==> config.mk <==
export PLATFORM = sky130hd
export DESIGN_NAME = qimag_serial_decoder
export DESIGN_NICKNAME = d
export VERILOG_FILES = /design/src/rtl/qimag_pkg.sv /design/src/rtl/qimag_horner_step.sv /design/src/rtl/qimag_serial_decoder.sv
export SDC_FILE = /design/constraint.sdc
export NUM_CORES = 1
export LEC_CHECK = 0
export ABC_AREA = 1
export BUFFER_PORTS_ARGS = -buffer_cell sky130_fd_sc_hd__buf_2
export CORE_MARGIN = 5
export CORE_UTILIZATION = 45
export CTS_CLUSTER_DIAMETER = 100
export DETAILED_ROUTE_END_ITERATION = 12
export PLACE_DENSITY_LB_ADDON = 0.08
export SLEW_MARGIN = 20
export SYNTH_ARGS = -nofsm -noshare
export SYNTH_HDL_FRONTEND = slang
export SYNTH_SLANG_ARGS = --single-unit
==> constraint.sdc <==
create_clock -name clk -period 1.3 [get_ports clk]
set_input_delay 0.13 -clock clk [delete_from_list [all_inputs] [get_ports clk]]
set_output_delay 0.13 -clock clk [all_outputs]
set_load 0.03 [all_outputs]
==> src/rtl/qimag_pkg.sv <==
// rtl/qimag_pkg.sv - shared quater-imaginary types and FSM states
package qimag_pkg;

  typedef logic [1:0] qdigit_t;

  localparam string QI_BASE_NOTE = "base 2i";

  typedef enum logic {
    ACC  = 1'b0,
    HOLD = 1'b1
  } qstate_e;

endpackage

==> src/rtl/qimag_horner_step.sv <==
// rtl/qimag_horner_step.sv - one MSB-first Horner step in base 2i
// (re, im, digit) -> (-2*im + digit, 2*re) with wrap to W bits and overflow flag.
module qimag_horner_step
  import qimag_pkg::*;
#(
  parameter int W = 16
) (
  input  logic signed [W-1:0] i_re,
  input  logic signed [W-1:0] i_im,
  input  qdigit_t             i_digit,
  output logic signed [W-1:0] o_re,
  output logic signed [W-1:0] o_im,
  output logic                o_ovf
);

  logic signed [W+1:0] w_re_ext;
  logic signed [W+1:0] w_im_ext;
  logic signed [W+1:0] w_re_full;
  logic signed [W+1:0] w_im_full;

  assign w_re_ext  = {{2{i_re[W-1]}}, i_re};
  assign w_im_ext  = {{2{i_im[W-1]}}, i_im};
  assign w_re_full = -(w_im_ext <<< 1) + $signed({{W{1'b0}}, i_digit});
  assign w_im_full = w_re_ext <<< 1;

  assign o_re = w_re_full[W-1:0];
  assign o_im = w_im_full[W-1:0];

  // The W+2 value fits in W bits only when its top three bits agree.
  assign o_ovf = (w_re_full[W+1:W-1] != {3{w_re_full[W-1]}})
              | (w_im_full[W+1:W-1] != {3{w_im_full[W-1]}});

endmodule

==> src/rtl/qimag_serial_decoder.sv <==
// rtl/qimag_serial_decoder.sv - serial base-2i digits to binary complex value
// Accumulates MSB-first digits in ACC, presents the result in HOLD until taken.
module qimag_serial_decoder
  import qimag_pkg::*;
#(
  parameter int NDIGITS = 8,
  parameter int W       = 16
) (
  input  logic                clk,
  input  logic                rst,
  input  logic                in_valid,
  output logic                in_ready,
  input  logic [1:0]          in_digit,
  input  logic                in_last,
  output logic                out_valid,
  input  logic                out_ready,
  output logic signed [W-1:0] out_re,
  output logic signed [W-1:0] out_im,
  output logic                out_ovf,
  output logic                out_len
);

  localparam int CW = $clog2(NDIGITS + 1);

  qstate_e             r_state;
  qstate_e             w_state_next;
  logic signed [W-1:0] r_re;
  logic signed [W-1:0] r_im;
  logic                r_ovf;
  logic                r_len;
  logic [CW-1:0]       r_cnt;

  logic signed [W-1:0] w_re_next;
  logic signed [W-1:0] w_im_next;
  logic                w_step_ovf;
  logic                w_accept;
  logic                w_frame_end;
  logic                w_release;

  qimag_horner_step #(.W(W)) u_step (
    .i_re    (r_re),
    .i_im    (r_im),
    .i_digit (in_digit),
    .o_re    (w_re_next),
    .o_im    (w_im_next),
    .o_ovf   (w_step_ovf)
  );

  always_comb begin
    w_state_next = r_state;
    in_ready     = 1'b0;
    out_valid    = 1'b0;
    w_accept     = 1'b0;
    w_frame_end  = 1'b0;
    w_release    = 1'b0;
    case (r_state)
      ACC: begin
        in_ready    = 1'b1;
        w_accept    = in_valid;
        w_frame_end = in_valid & (in_last | (r_cnt == CW'(NDIGITS - 1)));
        if (w_frame_end) w_state_next = HOLD;
      end
      HOLD: begin
        out_valid = 1'b1;
        if (out_ready) begin
          w_release    = 1'b1;
          w_state_next = ACC;
        end
      end
      default: w_state_next = ACC;
    endcase
  end

  always_ff @(posedge clk or posedge rst) begin
    if (rst) begin
      r_state <= ACC;
      r_re    <= '0;
      r_im    <= '0;
      r_ovf   <= 1'b0;
      r_len   <= 1'b0;
      r_cnt   <= '0;
    end else begin
      r_state <= w_state_next;
      if (w_accept) begin
        r_re  <= w_re_next;
        r_im  <= w_im_next;
        r_ovf <= r_ovf | w_step_ovf;
        r_cnt <= r_cnt + 1'b1;
        if (w_frame_end && !in_last) r_len <= 1'b1;
      end
      // Clearing on release means the next frame starts from re=im=0.
      if (w_release) begin
        r_re  <= '0;
        r_im  <= '0;
        r_ovf <= 1'b0;
        r_len <= 1'b0;
        r_cnt <= '0;
      end
    end
  end

  assign out_re  = r_re;
  assign out_im  = r_im;
  assign out_ovf = r_ovf;
  assign out_len = r_len;

endmodule

==> results_dict.tcl, run 1 <==
set metrics [dict create \
    grt_overflow 0 \
    synth-adder-area-share 0.0134 \
    worstPathArrival_ns 1.56 \
    wirelength_mm 4.61 \
    multi_input_area_um2 779 \
    critPathMaxFanout 4 \
    ys_top_cells_by_area "dfrtp_1 51%, nand2_1 7.9%, inv_1 7.3%, o21ai_0 5.6%, o22ai_1 5.4%" \
    grt_util_all_layers 0.186 \
    synth_xor_area_frac 0 \
    maxSlewViolCount 0 \
    antenna_found_initial 0 \
    r2r-end "out_re[14]$_DFFE_PP0P_" \
    dp_hpwl_mm 3.34 \
    diodes 0 \
    hold_path_depth 2 \
    synth_edf_count 0 \
    routed_via_density 4.91 \
    synth_top_cell_by_area "dfrtp_1" \
    finalCriticalPeriod_ns 1.38 \
    synth_top_family_by_area "simple AND/OR/NAND/NOR gates" \
    die_area_mm2 0.00552 \
    avgSynthCellArea_um2 8.58 \
    cp_data_required_time_ns 1.48 \
    gp_congestion 0.857 \
    cts_root_buffer "clkbuf_8" \
    use_met2 0.302 \
    drc 0 \
    ir_drop_uv 1180 \
    synth_mux_area_frac 0 \
    finalSetupViolations 4 \
    violations "negative setup slack" \
    yosys_warnings 0 \
    finalCritPeriodShare 1.06 \
    r2r_start "out_im[2]$_DFFE_PP0P_" \
    grt_pass1_wl_mm 7.84 \
    status "finished with violations" \
    max-clock-path-buffers 2 \
    drv_cap 0 \
    grt.busiest_layer "met2" \
    ant_nets 0 \
    syn_inst 217 \
    grt_max_degree 39 \
    place_area_mm2 0.00234 \
    h-tree-depth 2 \
    die_x_um 74.3 \
    fmax_ghz 0.722 \
    ys_ff_latch 38 \
    crit_path_start_kind "flip-flop" \
    hp-class "input port to flip-flop" \
    yosysMostFrequentCell "nand2_1" \
    avgRoutedWirePerCell_um 13.6 \
    port_buffers 41 \
    worstHoldEndpoint "r_state$_DFF_PP0_" \
    io-pin-count 43 \
    clock_skew_ns 0.00793 \
    fillCellCount 373 \
    fin_area_mm2 0.00250 \
    synth_area_mm2 0.00186 \
    rsz0062_at_grt "yes" \
    p_leak_nw 1.28 \
    synthTopCellsByCount "39 x nand2_1, 38 x dfrtp_1, 36 x inv_1" \
    layout-drive-gt1-share 0.422 \
    min_from "out_ready" \
    worst_slack_ns -0.0841 \
    cts.sinks 38 \
    ys_seq_area_frac 0.511 \
    cts_tree "built" \
    rows 23 \
    powerDensity_mw_per_mm2 2570 \
    pre_cts_ws_ns -0.114 \
    synthArstFlopShare 1.00 \
    path_class "flip-flop to flip-flop" \
    synth_compound_area_frac 0.156 \
    synth-simple-area-share 0.213 \
    ys_types 31 \
    die_y_um 74.3 \
    clk_latency_ns 0.29 \
    syn-num-nets 226 \
    drt_iter0_drc 55 \
    cp-end-kind "flip-flop" \
    ff2ff_setup_slack_ns -0.08 \
    drtPass1Iterations 4 \
    grt_pass1_vias 1668 \
    setup.worst_path.start "out_im[2]$_DFFE_PP0P_" \
    dr_total_vias 1666 \
    clk_pin_slew_ns 0.07 \
    met3_usage 0.0514 \
    core-area_mm2 0.00400 \
    register_area_um2 968 \
    yosysTopAreaCellShare 0.511 \
    cts_buffers 5 \
    reg2reg_depth 9 \
    final_hold_viol_count 0 \
    final_nets 297 \
    start_util 0.465 \
    use_met1 0.243 \
    syn2layout_area_growth_pct 34.4 \
    synth_ff_type "dfrtp_1" \
]
## worst max path at each step
stage          slack (ns)                     end  depth (start not counted)
6_report            -0.08  out_re[14]$_DFFE_PP0P_                          9
3_5_place_dp        -0.11  out_re[14]$_DFFE_PP0P_                          9
5_1_grt             -0.19     out_ovf$_DFFE_PP0P_                         10
4_1_cts             -0.09  out_re[14]$_DFFE_PP0P_                          9
3_3_place_gp        -0.05  out_re[14]$_DFFE_PP0P_                          9
2_1_floorplan        -0.1  out_re[10]$_DFFE_PP0P_                          7
## per-stage QoR
stage	TNS, ns	std cells	util	power, W	hold WS (ns)
3_5_place_dp	-0.267	325	0.586	0.00547	0.214
2_1_floorplan	-0.232	217	-	0.00432	0.223
5_1_grt	-0.860	339	0.626	0.00694	0.0352
6_report	-0.139	339	0.626	0.00643	0.0322
4_1_cts	-0.154	336	0.619	0.00642	0.0217
3_3_place_gp	-0.132	325	0.586	0.00542	0.196
## cell type report
cell class	instances	share of cell area
sequential	38	0.387
multi-input combinational	133	0.312
timing repair buffer	70	0.182
clock buffer	8	0.0320
tap	50	0.0250
inverter	40	0.0630
## flip-flops by register name, summed over array words and instances, names as in the netlist
name,flops
out_re,16
out_im,15
r_cnt,4
out_len,1
out_ovf,1
r_state,1
## critical path: stages (launching register included)
cell	delay, ns
dfrtp_2	0.41
inv_2	0.09
ha_4	0.15
nand2_2	0.07
nor2_4	0.11
nand2_4	0.08
nor3_4	0.14
nand2_1	0.08
nand2_1	0.07
o22ai_2	0.06
## per-layer routing
layer  wire length, um  vias up
met3               214        6
met5                 0        -
met2              2280       31
met4                67        0
li1                  -      841
met1              2040      788
## kinds of logic after synthesis
logic type | count (synthesis)
DFF | 38
AOI/OAI and AO/OA | 50
adders and majority gates | 2
other | 1
buffers and inverters | 46
and+or+nand+nor | 80
## repair_timing
action                                 4_1_cts  5_1_grt
endpoints found under the hold margin       38        0
pin swaps                                    3        2
resized for setup                            7        4
setup endpoints to repair                    5       13
setup buffers                                2        3
hold buffers                                 1        0
## report_power, final
group	leakage [nW]	switching, W	internal, W
clock network	0.0395	0.000411	0.000381
registers	0.461	0.000382	0.00167
logic	0.776	0.00227	0.00132
## cell usage in the layout (no fill, tap or decap), types with 4 or more instances in the layout
| cell type | Yosys | final |
|---|---|---|
| buf_2 | 1 | 41 |
| buf_4 | 1 | 25 |
| clkbuf_8 | 1 | 5 |
| dfrtp_1 | 38 | 24 |
| dfrtp_2 | 0 | 14 |
| inv_1 | 36 | 31 |
| inv_2 | 4 | 6 |
| nand2_1 | 39 | 36 |
| nand2_2 | 2 | 4 |
| nand3_1 | 6 | 6 |
| nor2_1 | 16 | 13 |
| nor2_2 | 6 | 5 |
| nor2_4 | 2 | 6 |
| o21ai_0 | 21 | 18 |
| o21ai_1 | 6 | 9 |
| o22ai_1 | 16 | 16 |
Power figures use the tool's default switching activity.
==> run 2, diff against run 1 <==
--- a/constraint.sdc
+++ b/constraint.sdc
@@ -3,2 +3,2 @@
 set_output_delay 0.13 -clock clk [all_outputs]
-set_load 0.03 [all_outputs]
+set_load 0.005 [all_outputs]
==> results_dict.tcl, run 2 (synthesis results as in run 1) <==
set metrics [dict create \
    status "finished with violations" \
    violations "negative setup slack" \
    fmax_ghz 0.728 \
    clock_skew_ns 0.00360 \
    layout-drive-gt1-share 0.436 \
    clk_latency_ns 0.29 \
    cts_root_buffer "clkbuf_8" \
    antenna_found_initial 0 \
    drt_iter0_drc 72 \
    fin_area_mm2 0.00261 \
    cts_buffers 5 \
    r2r_start "out_im[2]$_DFFE_PP0P_" \
    dr_total_vias 1719 \
    setup.worst_path.start "out_im[2]$_DFFE_PP0P_" \
    die_y_um 74.3 \
    clk_pin_slew_ns 0.08 \
    rsz0062_at_grt "yes" \
    path_class "flip-flop to flip-flop" \
    drv_cap 0 \
    rows 23 \
    worst_slack_ns -0.0734 \
    die_area_mm2 0.00552 \
    final_hold_viol_count 0 \
    grt_util_all_layers 0.189 \
    utilization 0.652 \
    worstPathArrival_ns 1.55 \
    wirelength_mm 4.76 \
    drtPass1Iterations 4 \
    critPathMaxStageDelay_ns 0.39 \
    place_area_mm2 0.00230 \
    ant_nets 0 \
    cts_tree "built" \
    final_common_cell "buf_2" \
    grt_pass1_wl_mm 7.98 \
    dp_hpwl_mm 3.25 \
    core-area_mm2 0.00400 \
    critPathMaxFanout 4 \
    grt_pass1_vias 1721 \
    stdcell_count 346 \
    final_nets 304 \
    diodes 0 \
    die_x_um 74.3 \
    ir_drop_uv 1180 \
    crit_path_start_kind "flip-flop" \
    grt_max_degree 25 \
    critPathTopFamily "simple AND/OR/NAND/NOR gates" \
    path_buf_inv 1 \
    pre_cts_ws_ns -0.139 \
    min_from "out_ready" \
    powerDensity_mw_per_mm2 2320 \
    avgRoutedWirePerCell_um 13.8 \
    max-clock-path-buffers 2 \
    p_leak_nw 1.35 \
    cts.sinks 38 \
    cp-end-kind "flip-flop" \
    largest_reg_flops 16 \
    port_buffers 41 \
    critPathSlowestCell "dfrtp_1" \
    hp-class "input port to flip-flop" \
    dp.cells 329 \
    gp_congestion 0.818 \
    finalCriticalPeriod_ns 1.37 \
    p_total_w 0.00604 \
    finalCritPeriodShare 1.06 \
    start_util 0.465 \
    h-tree-depth 2 \
    cp_data_required_time_ns 1.48 \
    grt_overflow 0 \
    io-pin-count 43 \
    syn2layout_area_growth_pct 40.0 \
    maxSlewViolCount 0 \
    drc 0 \
    finalSetupViolations 6 \
    routed_via_density 4.97 \
    path_common_cell "nand2_1" \
    path_cells "inv_2 -> ha_4 -> nand2_2 -> nor2_4 -> nand2_4 -> nor3_4 -> nand2_1 -> nand2_1 -> o22ai_2" \
    final_cell_mix "41 x buf_2, 36 x dfrtp_1, 34 x nand2_1" \
]
==> run 2: worst paths after layout <==
| kind | slack, ns | cells past startpoint | endpoint |
|---|---|---|---|
| setup / recovery | -0.07 | 9 | out_re[14]$_DFFE_PP0P_ |
| hold / removal | 0.03 | 2 | r_state$_DFF_PP0_ |
| setup reg to reg | -0.07 | 9 | out_re[14]$_DFFE_PP0P_ |
| hold reg to reg | 0.49 | 2 | out_len$_DFFE_PP0P_ |
| max in group asynchronous | 0.59 | 4 | out_im[10]$_DFFE_PP0P_ |
| min in group asynchronous | 0.40 | 4 | out_im[6]$_DFFE_PP0P_ |
==> run 2: area by class of cell <==
| class | instances | area (um2) |
|---|---|---|
| fillers | 346 | 1390 |
| clock inverters | 3 | 40.0 |
| multi-input cells | 133 | 832 |
| clock buffers | 5 | 68.8 |
| repair buffers | 77 | 494 |
| flip-flops and latches | 38 | 953 |
| inverters | 40 | 155 |
| well taps | 50 | 62.6 |
==> run 2: timing repair <==
action / in CTS / in global routing
pin swaps: 7 / 13
buffers inserted: 7 / 1
hold buffers: 1 / 0
gates resized for setup: 11 / 29
endpoints found under the setup margin: 6 / 20
hold endpoints to repair: 38 / 0
==> run 2: power by group <==
part	switching [W]	total (W)	internal [W]	leakage, nW
clock network	0.000428	0.000992	0.000565	0.0579
logic	0.00161	0.00303	0.00142	0.810
registers	0.000383	0.00202	0.00164	0.477
==> run 2: per-layer routing <==
layer	vias up	global-route usage	share of wire
li1	860	-	-
met1	812	0.242	0.44
met2	41	0.315	0.50
met3	6	0.0473	0.048
met4	0	0.0632	0.010
met5	-	0	0
==> run 2: per-stage QoR <==
step / hold slack (ns) / TNS (ns)
2_1_floorplan: 0.226 / -0.0229
3_3_place_gp: 0.165 / -0.263
3_5_place_dp: 0.166 / -0.405
4_1_cts: 0.0374 / -0.206
5_1_grt: 0.0367 / -0.750
6_report: 0.0332 / -0.203
